### src/rtl/i2s_rx_sequencer.sv
// i2s_rx_sequencer: frames I2S slots, assembles MSB-first samples into a 2-entry valid/ready queue.
// Define I2S_RX_RIGHT_CHANNEL_EN to queue right-slot words as well as left.
module i2s_rx_sequencer #(
  parameter int SAMPLE_WIDTH  = 18,
  parameter int SLOT_BITS     = 32,
  parameter int ERR_CNT_WIDTH = 8
) (
  input  logic                     clk_in,
  input  logic                     rst_in,
  input  logic                     sck_in,
  input  logic                     ws_in,
  input  logic                     sd_in,
  output logic [SAMPLE_WIDTH-1:0]  sample_out,
  output logic                     channel_out,
  output logic                     sample_valid_out,
  input  logic                     sample_ready_in,
  output logic                     overrun_out,
  output logic                     framing_err_out,
  output logic [ERR_CNT_WIDTH-1:0] overrun_count_out
);
  localparam int CW = $clog2(SLOT_BITS);
`ifdef I2S_RX_RIGHT_CHANNEL_EN
  localparam int EW = SAMPLE_WIDTH + 1;
`else
  localparam int EW = SAMPLE_WIDTH;
`endif
  typedef enum logic [1:0] {SYNC, SHIFT, DRAIN} state_t;
  state_t                  state;
  logic                    sck_prev, ws_prev, chan, push_req;
  logic [CW-1:0]           bit_cnt;
  logic [SAMPLE_WIDTH-1:0] shift_reg;
  logic [EW-1:0]           q0, q1, entry;
  logic [1:0]              q_cnt;
  logic                    rise, ws_edge, pop, push;
  assign rise             = sck_in & ~sck_prev;
  assign ws_edge          = rise & (ws_in != ws_prev);
  assign sample_valid_out = q_cnt != 2'd0;
  assign pop              = sample_valid_out & sample_ready_in;
  assign push             = push_req & ((q_cnt != 2'd2) | pop);
  assign overrun_out      = push_req & ~push;
  assign sample_out       = q0[SAMPLE_WIDTH-1:0];
`ifdef I2S_RX_RIGHT_CHANNEL_EN
  assign entry       = {chan, shift_reg};
  assign channel_out = q0[SAMPLE_WIDTH];
`else
  assign entry       = shift_reg;
  assign channel_out = 1'b0;
`endif
  // The bit on a ws-edge rise belongs to the previous word (one-bit delay), so it is never shifted.
  always_ff @(posedge clk_in) begin
    if (rst_in) begin
      state           <= SYNC;
      sck_prev        <= 1'b0;
      ws_prev         <= 1'b0;
      chan            <= 1'b0;
      bit_cnt         <= '0;
      shift_reg       <= '0;
      push_req        <= 1'b0;
      framing_err_out <= 1'b0;
    end else begin
      sck_prev        <= sck_in;
      push_req        <= 1'b0;
      framing_err_out <= 1'b0;
      if (rise) begin
        ws_prev <= ws_in;
        if (ws_edge) begin
          state           <= SHIFT;
          chan            <= ws_in;
          bit_cnt         <= '0;
          framing_err_out <= state == SHIFT;
        end else if (state == SHIFT) begin
          shift_reg <= {shift_reg[SAMPLE_WIDTH-2:0], sd_in};
          bit_cnt   <= bit_cnt + 1'b1;
          if (bit_cnt == CW'(SAMPLE_WIDTH - 1)) begin
            state <= DRAIN;
`ifdef I2S_RX_RIGHT_CHANNEL_EN
            push_req <= 1'b1;
`else
            push_req <= ~chan;
`endif
          end
        end
      end
    end
  end
  // q0 is the head; q1 only holds data when two entries are queued.
  always_ff @(posedge clk_in) begin
    if (rst_in) begin
      q0                <= '0;
      q1                <= '0;
      q_cnt             <= 2'd0;
      overrun_count_out <= '0;
    end else begin
      if (pop & push) begin
        if (q_cnt == 2'd2) begin
          q0 <= q1;
          q1 <= entry;
        end else begin
          q0 <= entry;
        end
      end else if (pop) begin
        q0    <= q1;
        q_cnt <= q_cnt - 2'd1;
      end else if (push) begin
        if (q_cnt == 2'd0) q0 <= entry;
        else q1 <= entry;
        q_cnt <= q_cnt + 2'd1;
      end
      if (overrun_out && !(&overrun_count_out)) overrun_count_out <= overrun_count_out + 1'b1;
    end
  end
endmodule

### config.mk
export PLATFORM = sky130hd
export DESIGN_NAME = i2s_rx_sequencer
export DESIGN_NICKNAME = d
export VERILOG_FILES = /design/src/rtl/i2s_rx_sequencer.sv
export SDC_FILE = /design/constraint.sdc
export NUM_CORES = 1
export LEC_CHECK = 0
export ABC_AREA = 1
export CORE_MARGIN = 2
export CORE_UTILIZATION = 51
export DETAILED_ROUTE_END_ITERATION = 10
export GPL_ROUTABILITY_DRIVEN = 0
export PLACE_DENSITY = 0.75
export SLEW_MARGIN = 40
export SYNTH_ARGS = -nofsm -noshare
export SYNTH_HDL_FRONTEND = slang
export SYNTH_SLANG_ARGS = --single-unit
### constraint.sdc
create_clock -name clk_in -period 1.3 [get_ports clk_in]
set_input_delay 0.195 -clock clk_in [delete_from_list [all_inputs] [get_ports clk_in]]
set_output_delay 0.195 -clock clk_in [all_outputs]
set_load 0.03 [all_outputs]
==> metrics.txt <==
outcome finished with violations; violated checks negative setup slack; slowest CP cell dfxtp_2; Worst R2R Path Depth 10; CP required 1.11 ns; Root Buffer clkbuf_8; register share of total power 53.4%; most frequent CP cell buf_6; DR pass1 iterations 4; Core ar. around 0.0067 mm²; kind of critical path flip-flop to primary output; row cnt 30; commonest non-fill, non-tap cell in the layout nand2_1; clock latency on the worst-skew pair 0.35 ns; Power Dens Cells 962.0 mW/mm²; worst r2r dst sample_out[14]; largest cells by area after synthesis dfxtp_1 44%, nand2_1 14%, nand3_1 7.5%, inv_1 7.1%, nor2_1 6.8%; top cell type by total area after synthesis dfxtp_1; routed vias 3404; final HPWL from detailed placement ~5300 µm; CTS clk-pin slew, worst paths 0.08 ns; register bit total from synthesis 76; Nets 593; worst setup slack after layout -0.1155 ns; share of layout cells above drive strength 1 20.20%; Final Util 67.95%; final count of pins violating max slew 0; setup_tns -0.4458 ns; Worst path max stage delay 0.34 ns; number of global-route vias before repair 3078; grt total ovfl 0; Hold Path Stages 1; Die W 86.74 µm; CTS tree done; clock buffer depth 2; LEAKAGE 2.044 nW; PortBufs 34; DIE AREA 0.007523 mm²; diode count 0; top_reg_cell synth dfxtp_1; # setup viols final 16; Sw Ratio 24.15%; worst hold path class flip-flop to flip-flop; Startpoint Class flip-flop; Peak supply drop 0.8168 mV; EDFF count, synth 0; GRT Util Overall 22.73%; largest net degree at the start of global routing 33; Final Hold Fails 0; Critical Path, Cell by Cell inv_2, nor2_4, buf_6, nand3_4, inv_4, buf_6; global-route wire length before repair between 10000 and 15000 µm; worst hold start chan; area share of the largest cell type after synthesis 43.58%; Synth Net Count about 530; Syn-to-layout area delta 30.79%; CTS Buf Count 9; initial core utilization 51.96%; clk_skew about 0.010 ns; Int Pwr 0.003331 W; wire per inst approximately 12 µm; WHS Endpoint push_req; count of cell types in the netlist 26; Syn Area/Cell roughly 6.7 µm²; sequential element share of the synthesized area a little over two fifths; Worst R2R Setup Slack -0.06 ns; Residual DRC 0; H-Tree Depth 3; Clock Power Share 41.7%; # IOs 36; DRT iter0 DRCs 201; die height 86.74 µm; Yosys Warn Count 0; Tcrit/Tclk final 108.9%; Routed Antenna Nets 0; most frequent cells in the layout 123 x nand2_1, 69 x dfxtp_1, 64 x inv_1, 58 x nor2_1, 50 x nand3_1; WL final 8138 µm; Sink Count 76; Worst setup EP type primary output; MaxCap Viol Count 0; post-synthesis cell count 518; synthesized area 0.003491 mm²; Max Freq 706.5 MHz; combinational power share 4.9%; CP Max Fanout 3; R2R Path Start q_cnt[1]; Period minus WS final about 1.4 ns; fillers 559; vias per cell 5.088; Psw roughly 0.0011 W; share of synthesized registers carrying an async set or reset 0%; CP arrival 1.22 ns; initial antenna violation count 0; RSZ-0062 raised after global routing yes
## layout make-up
cell class	count	area (µm²)	area share [%]
multi-input combinational	349	1719	37.65
sequential	76	1538	33.68
timing repair buffer	76	720.7	15.79
inverter	72	287.8	6.303
clock buffer	10	127.6	2.795
tap	80	100.1	2.192
clock inverter	6	72.57	1.589
## synth_stat cells, types with 4 or more instances
| cell | number |
|---|---|
| buf_2 | 10 |
| a21oi_1 | 28 |
| nor2_1 | 63 |
| nand3_1 | 52 |
| nand2_1 | 126 |
| nand4_1 | 5 |
| nor2_2 | 5 |
| inv_1 | 66 |
| buf_4 | 4 |
| nand2_2 | 5 |
| dfxtp_1 | 76 |
| clkbuf_1 | 5 |
| inv_2 | 5 |
| o21ai_0 | 36 |
| o21ai_1 | 17 |
## sequential cells by signal (all words and copies together) (netlist names), 2 cells and up
register,count
entry,18
q1,18
sample_out,18
overrun_count_out,8
bit_cnt,5
q_cnt,2
state,2
## metal layers
layer | up-vias | wire, µm | GRT usage (%)
met3 | 12 | 204 | 3.619
met5 | - | 0 | 0
met2 | 59 | 4028 | 38.60
met4 | 0 | 134 | 8.665
li1 | 1768 | - | -
met1 | 1565 | 3770 | 29.00
## power groups by stage
stage	clock [W]	sequential, W	combinational (W)
floorplan	0	0.00240	0.000118
global placement	0	0.00240	0.000203
detailed placement	0	0.00240	0.000208
CTS	0.00188	0.00234	0.000208
global route	0.00199	0.00235	0.000239
finish	0.00183	0.00234	0.000217
## stage by stage
| step | hold WS, ns | setup WS (ns) | cells | instance area, µm² | power, W |
|---|---|---|---|---|---|
| 6_report | 0.4386 | -0.1155 | 669 | 4566 | 0.004392 |
| 5_1_grt | 0.4728 | -0.1764 | 669 | 4566 | 0.004571 |
| 4_1_cts | 0.4357 | -0.2095 | 666 | 4457 | 0.004427 |
| 3_5_place_dp | 0.4407 | -0.4125 | 646 | 4154 | 0.002608 |
| 3_3_place_gp | 0.4332 | -0.3399 | 646 | 4154 | 0.002603 |
| 2_1_floorplan | 0.3199 | 0.007500 | 518 | 3507 | 0.002517 |
## worst max-delay path: cells and delay by family (launching register included)
kind,cells,cell delay (ns)
flip-flops,1,0.34
buffers and inverters,4,0.34
AND/OR/NAND/NOR,2,0.18
## how the worst max path moves through the flow
stage / start / endpoint
2_1_floorplan: overrun_count_out[1] / overrun_count_out[4]
3_3_place_gp: sample_ready_in / sample_out[11]
3_5_place_dp: sample_ready_in / sample_out[15]
4_1_cts: q_cnt[0] / overrun_out
5_1_grt: q_cnt[1] / overrun_out
6_report: q_cnt[1] / overrun_out
## cell families (layout without fill, tap and decap cells)
logic type | Yosys count | count (layout) | synth area share [%]
other | 1 | 1 | 0.1074
adders and majority gates | 3 | 3 | 1.075
and+or+nand+nor | 261 | 261 | 31.90
xor gates and xnor gates | 1 | 1 | 0.2509
AOI/OAI and AO/OA | 83 | 83 | 12.04
DFF | 76 | 76 | 43.58
buffers and inverters | 93 | 164 | 11.04
## repair_timing
item,CTS,global route
resized for setup,62,73
endpoints found under the hold margin,0,0
hold buffers,0,0
cloned,1,0
pin swaps,1,4
setup endpoints to repair,72,70
setup buffers,3,3
Power figures use the tool's default switching activity.
